$ cat config.mk
export PLATFORM = sky130hd
export DESIGN_NAME = lane_serializer
export DESIGN_NICKNAME = d
export VERILOG_FILES = /design/src/rtl/lane_pkg.sv /design/src/rtl/lane_next_active.sv /design/src/rtl/lane_serializer.sv
export SDC_FILE = /design/constraint.sdc
export NUM_CORES = 1
export LEC_CHECK = 0
export BUFFER_PORTS_ARGS = -buffer_cell sky130_fd_sc_hd__buf_4
export CAP_MARGIN = 20
export CORE_UTILIZATION = 29
export CTS_CLUSTER_DIAMETER = 120
export DETAILED_ROUTE_END_ITERATION = 7
export GPL_TIMING_DRIVEN = 1
export PLACE_DENSITY_LB_ADDON = 0.3
export SKIP_LAST_GASP = 1
export SLEW_MARGIN = 0
export SYNTH_ARGS = -nofsm -noshare
export SYNTH_HDL_FRONTEND = slang
export SYNTH_SLANG_ARGS = --single-unit
$ cat constraint.sdc
create_clock -name clk -period 10.65 [get_ports clk]
set_clock_uncertainty 0.2 [all_clocks]
set_input_delay 2.13 -clock clk [delete_from_list [all_inputs] [get_ports clk]]
set_output_delay 2.13 -clock clk [all_outputs]
set_load 0.03 [all_outputs]
$ cat src/rtl/lane_pkg.sv
// Shared types and helpers for the vector-lane pipeline blocks
// (parallel register stage and lane_serializer).
package lane_pkg;

  typedef enum logic {
    IDLE  = 1'b0,
    SHIFT = 1'b1
  } state_t;

  typedef struct packed {
    logic valid;
    logic ready;
  } handshake_t;

  // Lane index width, at least one bit so DEPTH=1 still has a usable index.
  function automatic int lane_width(input int depth);
    return (depth > 1) ? $clog2(depth) : 1;
  endfunction

endpackage

$ cat src/rtl/lane_next_active.sv
// Priority encoder over a lane mask: first set lane, highest set lane,
// and next set lane strictly above the current index.
module lane_next_active #(
  parameter int DEPTH  = 4,
  parameter int LANE_W = 2
) (
  input  logic [DEPTH-1:0]  mask,
  input  logic [LANE_W-1:0] idx,
  output logic [LANE_W-1:0] next_lane,
  output logic [LANE_W-1:0] first_lane,
  output logic [LANE_W-1:0] last_lane,
  output logic              any_set
);

  // Downward scans let the lowest qualifying lane win for first/next.
  always_comb begin
    next_lane  = '0;
    first_lane = '0;
    last_lane  = '0;
    any_set    = |mask;
    for (int j = DEPTH - 1; j >= 0; j--) begin
      if (mask[j]) begin
        first_lane = LANE_W'(j);
      end
      if (mask[j] && (j > int'(idx))) begin
        next_lane = LANE_W'(j);
      end
    end
    for (int j = 0; j < DEPTH; j++) begin
      if (mask[j]) begin
        last_lane = LANE_W'(j);
      end
    end
  end

endmodule

$ cat src/rtl/lane_serializer.sv
// Accepts one DEPTH-lane vector per beat and emits its lanes one per cycle.
// Define LANE_SERIALIZER_MASK_SKIP_EN to skip lanes whose in_mask bit is 0.
module lane_serializer
  import lane_pkg::*;
#(
  parameter  int WIDTH  = 64,
  parameter  int DEPTH  = 4,
  localparam int LANE_W = lane_width(DEPTH)
) (
  input  logic              clk,
  input  logic              reset,
  input  logic              in_valid,
  output logic              in_ready,
  input  logic [WIDTH-1:0]  in_data [DEPTH-1:0],
  input  logic [DEPTH-1:0]  in_mask,
  output logic              out_valid,
  input  logic              out_ready,
  output logic [WIDTH-1:0]  out_data,
  output logic [LANE_W-1:0] out_lane,
  output logic              out_last,
  output logic              busy
);

  state_t            state;
  logic [LANE_W-1:0] idx;
  logic [WIDTH-1:0]  buffer [DEPTH-1:0];
  logic [LANE_W-1:0] last_lane;
  logic [LANE_W-1:0] first_lane;
  logic [LANE_W-1:0] next_lane;
  logic              capture_last;
  logic              capture_any;
  logic              accept;
  logic              advance;
  logic              finish;

`ifdef LANE_SERIALIZER_MASK_SKIP_EN
  logic [DEPTH-1:0]  mask_q;
  logic [LANE_W-1:0] last_q;
  logic [LANE_W-1:0] in_next_unused;
  logic [LANE_W-1:0] q_first_unused;
  logic [LANE_W-1:0] q_last_unused;
  logic              q_any_unused;
  logic              unused_enc;

  // Encoder on the incoming mask picks the start lane and final lane at capture.
  lane_next_active #(.DEPTH(DEPTH), .LANE_W(LANE_W)) u_in_enc (
    .mask       (in_mask),
    .idx        ('0),
    .next_lane  (in_next_unused),
    .first_lane (first_lane),
    .last_lane  (capture_last),
    .any_set    (capture_any)
  );

  lane_next_active #(.DEPTH(DEPTH), .LANE_W(LANE_W)) u_held_enc (
    .mask       (mask_q),
    .idx        (idx),
    .next_lane  (next_lane),
    .first_lane (q_first_unused),
    .last_lane  (q_last_unused),
    .any_set    (q_any_unused)
  );

  assign unused_enc = ^{in_next_unused, q_first_unused, q_last_unused, q_any_unused};
  assign last_lane  = last_q;

  always_ff @(posedge clk or posedge reset) begin
    if (reset) begin
      mask_q <= '1;
      last_q <= LANE_W'(DEPTH - 1);
    end else if (accept) begin
      mask_q <= in_mask;
      last_q <= capture_last;
    end
  end
`else
  logic unused_mask;

  assign unused_mask  = ^in_mask;
  assign first_lane   = '0;
  assign next_lane    = idx + LANE_W'(1);
  assign last_lane    = LANE_W'(DEPTH - 1);
  assign capture_last = 1'b1;
  assign capture_any  = 1'b1;
`endif

  assign busy      = (state == SHIFT);
  assign out_valid = busy;
  assign out_lane  = idx;
  assign out_last  = busy && (idx == last_lane);
  assign in_ready  = (state == IDLE) || (out_valid && out_ready && out_last);
  assign accept    = in_valid && in_ready;
  assign advance   = out_valid && out_ready && !out_last;
  assign finish    = out_valid && out_ready && out_last;

  always_comb begin
    out_data = '0;
    for (int j = 0; j < DEPTH; j++) begin
      if (idx == LANE_W'(j)) begin
        out_data = buffer[j];
      end
    end
  end

  // Capture has priority so a vector offered during the final beat follows with no bubble.
  always_ff @(posedge clk or posedge reset) begin
    if (reset) begin
      state <= IDLE;
      idx   <= '0;
      for (int j = 0; j < DEPTH; j++) begin
        buffer[j] <= '0;
      end
    end else if (accept) begin
      buffer <= in_data;
      idx    <= first_lane;
      state  <= capture_any ? SHIFT : IDLE;
    end else if (advance) begin
      idx <= next_lane;
    end else if (finish) begin
      state <= IDLE;
    end
  end

endmodule
Word-level counts from Yosys, hierarchy flattened
Cells that the tools add are included.
{ "totals": {"ff_bits": 259, "inputBits": 264, "word_cells": 32} }
{ "op_classes": {"addsub": 1, "n_eq_ne": 4, "mux": 9, "bitwise": 1, "n_reduce_logical": 11} }
{ "ops": {"columns": ["cell", "n"], "rows": [
  ["$mux 64", 4],
  ["$logic_and 1x1->1", 5],
  ["$eq 2x2->1 const B", 2],
  ["$mux 2", 2],
  ["$reduce_bool 2->1", 2],
  ["$mux 1", 3],
  ["$add 2x1->2 const B", 1],
  ["$eq 2x1->1 const B", 1],
  ["$logic_not 2->1", 1],
  ["$ne 2x2->1 const B", 1],
  ["$reduce_and 2->1", 1],
  ["$logic_not 1->1", 1],
  ["$logic_or 1x1->1", 1],
  ["$not 1->1", 1]
]} }

Depth between registers and ports, before layout
{ "logic_depth": {"ltp_word": 7, "depth_mapped": 7, "ltp_nobuf": 5} }

Worst setup path after synthesis
No wires, ideal clock.
{ "synth_path": {"path_kind": "input-to-output", "from": "input port out_ready", "to": "output port in_ready", "arrival_time_ns": 2.376, "required_ns": 8.320, "slack_ns": 5.944, "cell_stages": 1, "path_buffers": 0, "path_cell_list": "a21bo_4"} }
{ "synth_via": {"elab_chain_cells": 3} }
{ "synth_lines": {"columns": ["element", "line_no", "rtl"], "rows": [
  ["start: declaration", "lane_serializer.sv:17", "input logic out_ready,"],
  ["$logic_and 1x1->1 (2 in series)", "lane_serializer.sv:91", "assign in_ready = (state == IDLE) || (out_valid && out_ready && out_last);"],
  ["$logic_or 1x1->1", "lane_serializer.sv:91", null],
  ["end: declaration", "lane_serializer.sv:13", "output logic in_ready,"]
]} }
Every way passes these cells.

Final worst setup path
{ "layout_path": {"from": "register idx[0], in the netlist out_lane[0]", "to": "output port out_data[39]"} }
{ "layout_via": {"elab_chain_cells": 5, "word_cells_on_any_way": 8} }
{ "layout_lines": {"columns": ["element", "line_no", "rtl"], "rows": [
  ["start: declaration", "lane_serializer.sv:25", "logic [LANE_W-1:0] idx;"],
  ["start signal: assignment", "lane_serializer.sv:115", "idx <= first_lane;"],
  ["start signal: assignment", "lane_serializer.sv:118", "idx <= next_lane;"],
  ["$logic_not 2->1", "lane_serializer.sv:99", "if (idx == LANE_W'(j)) begin"],
  ["$mux 64 (3 in series)", "lane_serializer.sv:99", null],
  ["$mux 64 *", "lane_serializer.sv:99", null],
  ["end: declaration", "lane_serializer.sv:18", "output logic [WIDTH-1:0] out_data,"]
]} }
Mark *: on every way between the ends. The rest lies on a longest branch, timed or not.

==> results.md <==
- H-tree Lvls: 1
- # IOs: 334
- RSZ-0062 raised after global routing: false
- Switching Share: 38.77%
- Fillers: 4,077
- # port buffers: about 330
- Flops & latches, synth: ~260
- Drt wl/cell: 19.44 µm
- Most common flop cell mapped by yosys: dfrtp_1
- CTS tree: yes
- Post-Route WL: 34,500 µm
- Gr usage total: 15.51%
- Setup crit start kind: flip-flop
- Setup_tns: 0 ps
- Fmax achieved: 159.0 MHz
- Die W: 210.2 µm
- Die area: 44,180 µm²
- Number of synthesized flops with an enable pin: 0
- Cell taking the most area after synthesis: dfrtp_1
- Hold Crit Class: reg2reg
- Post-synthesis adder-cell area fraction: 0.3981%
- Initial Util: 29.70%
- Simple logic cell fraction of the synthesized area: under 10%
- Pin count of the biggest net entering global routing: between 90 and 100
- Xor-xnor portion of the synthesized cell area: 0%
- Yosys top cell area share: between 50% and 60%
- Synth warn: 0
- NetSw: 2197 µW
- Post-Syn Nets: roughly 1,100
- Post-synthesis mux area share: between 20 and 30%
- Comb power frac: 51.0%
- Status: complete, no violations
- Worst EP required: around 8300 ps
- Die Y: between 200 and 250 µm
- Sequential area share after synthesis: just over 50%
- Buf/Inv on CP: 3
- DR vias/cell: 4.619
- Int Pwr: 3471 µW
- Post-synthesis compound-gate area fraction: 8.918%
- Placed Instances: 1,719
- Most used cell along the critical path: buf_4
- Hold Fails Final Rpt: 0
- Final setup fails: 0
- Vias in the first global route: 8,909
- Area growth syn-to-layout: 28.65%
- Clock Power Share: 17.9%
- Critical path class: reg2out
- Row cnt: 75
- Nets: 1,443
- # DRC: 0
- Synth cell types: 27
- Post-layout min period: 6290 ps
- Worst path max stage delay: 630 ps
- CTS Hold Bufs: 0
- Crit path DAT: 3960 ps
- Core box area: about 42,000 µm²
- Placer's final routability congestion estimate: roughly 0.75
- Total of max-cap violations: 0
- Leak pwr: 0.007972 µW
- Register share of total power: just over 30%
- Number of setup buffers added after CTS: 0
- Peak supply drop: 0.2126 mV
- Worst Slack Setup Final: 4360 ps
- Synth top area cells: dfrtp_1 (52%), mux2_4 (24%), mux2_2 (5.0%)
- Worst rel slew slack: 25.93%
- Worst skew pair latency: 560 ps
- Post-Syn Area: ~13,000 µm²
- Iter 0 DRT Violations: 403
- Power Density: ~350 nW/µm²
- Synth async-reset ratio: 100.0%
- CP max stage cell: ha_2
- Pre-CTS setup slack: 4819 ps
- Tightest Pin Transition: 1111 ps
- Drt first pass iters: 4
- Critical Path Sink Type: output pin
- Clock Sinks: 259
- Worst-path maximum fanout: 34
- Largest family of logic cells by synthesized area: multiplexers
- Longest Clk Path Bufs: 3
- Non-filler instance count after layout: 1,775
- Initial antenna violation count: 1
- Post-CTS resize count: 0
- CP delay by family, top: buffers and inverters
- Antenna Nets Post-Route: 0
- Fin crit share: 59.06%
- Clock transition at path regs: 60 ps
- Root Buffer: clkbuf_16
- Total CTS buffers: 31
- Grt ovf: 0
- Syn Inst Count: 874
- Share of cells above drive strength 1: roughly 55%
- Crit path cell chain: ha_2 > buf_4 > or2_4 > buf_4 > a221oi_1 > a221oi_1 > buf_4
- Detailed Place HPWL: 21,740 µm
- Syn_area_per_cell: roughly 14 µm²
- First-pass GRT wire length: 53,550 µm
- Slew Viols, Final: 0
- Util after Layout: a little under two fifths
- Total number of vias: 8,198
-- worst paths after layout --
check                                           to  cells after the start               startpoint  slack [ps]
max in group asynchronous   buffer[56]$_DFFE_PP0P_                      4                    reset        6730
min in group asynchronous  buffer[153]$_DFFE_PP0P_                      2                    reset        1390
setup / recovery                      out_data[39]                      7  out_lane[0]$_DFFE_PP0P_        4360
setup reg to reg           buffer[167]$_DFFE_PP0P_                      6  out_lane[0]$_DFFE_PP0P_        6740
hold / removal             buffer[157]$_DFFE_PP0P_                      1  buffer[157]$_DFFE_PP0P_         300
hold reg to reg            buffer[157]$_DFFE_PP0P_                      1  buffer[157]$_DFFE_PP0P_         300
-- per-stage QoR --
step                hold WS, ps  total power [µW]  cell area (µm²)
floorplan                 279.7              3816            12570
global placement          288.7              4655            15200
detailed placement        292.2              4689            15200
CTS                       307.8              5745            16170
global route              313.2              6026            16170
finish                    304.6              5668            16170
-- layout by cell type, fill, tap and decap left out --
cell type,count
o22ai_1,33
and2_1,1
clkbuf_1,5
a21bo_4,1
clkbuf_8,9
inv_2,1
a21oi_1,65
o221a_2,5
nand3b_1,33
mux2_4,200
buf_4,340
inv_1,28
clkbuf_16,31
clkinv_2,7
inv_6,1
nand2_8,1
inv_8,1
or2_4,1
mux2_2,56
nand2_1,15
nor2_1,32
diode_2,2
nand2b_2,1
or3b_2,1
o21ai_0,7
dfrtp_1,259
ha_4,1
nor2b_4,1
a221oi_1,53
a22o_1,2
clkinvlp_4,1
nand2b_1,1
ha_2,3
-- sequential cells by signal, summed over array words and instances (netlist names) --
register and cells:
buffer 256, out_lane 2, busy 1
-- logic make-up (layout without fill, tap and decap cells) --
logic type	after synthesis	in the layout
DFF	259	259
muxes	256	256
AOI/OAI and AO/OA	166	166
buffers and inverters	102	424
and+or+nand+nor	87	87
adders and majority gates	4	4
other	0	2
-- metal layers --
layer	track usage (%)	wire [µm]	vias up
met3	4.261	2272	51
met2	24.75	15920	229
met4	3.952	738	2
li1	-	-	3803
met1	20.67	15560	4113
met5	0	13	-
-- power groups by stage --
stage               combinational [µW]  sequential, µW  clock (µW)
floorplan                         2120            1700           0
global placement                  2900            1750           0
detailed placement                2920            1770           0
CTS                               2930            1760        1050
global route                      3110            1830        1090
finish                            2890            1760        1010
-- cell usage after synthesis, types with 15 or more instances --
cell	n
o22ai_1	33
clkbuf_1	24
inv_1	30
dfrtp_1	259
a221oi_1	53
a21oi_1	65
mux2_2	56
mux2_4	200
nand3b_1	33
nand2_1	15
nor2_1	32
buf_12	22
-- layout make-up --
class | count | area, µm² | share of cell area (%)
Clock buffer | 45 | 918.4 | 5.679
Antenna cell | 2 | 5.005 | 0.03095
Timing Repair Buffer | 340 | 2552 | 15.78
Multi-Input combinational cell | 513 | 5321 | 32.91
Clock inverter | 9 | 51.30 | 0.3172
Tap cell | 577 | 721.9 | 4.464
Inverter | 30 | 120.1 | 0.7427
Sequential cell | 259 | 6481 | 40.08
No activity file was read; power rests on OpenSTA's default activity.
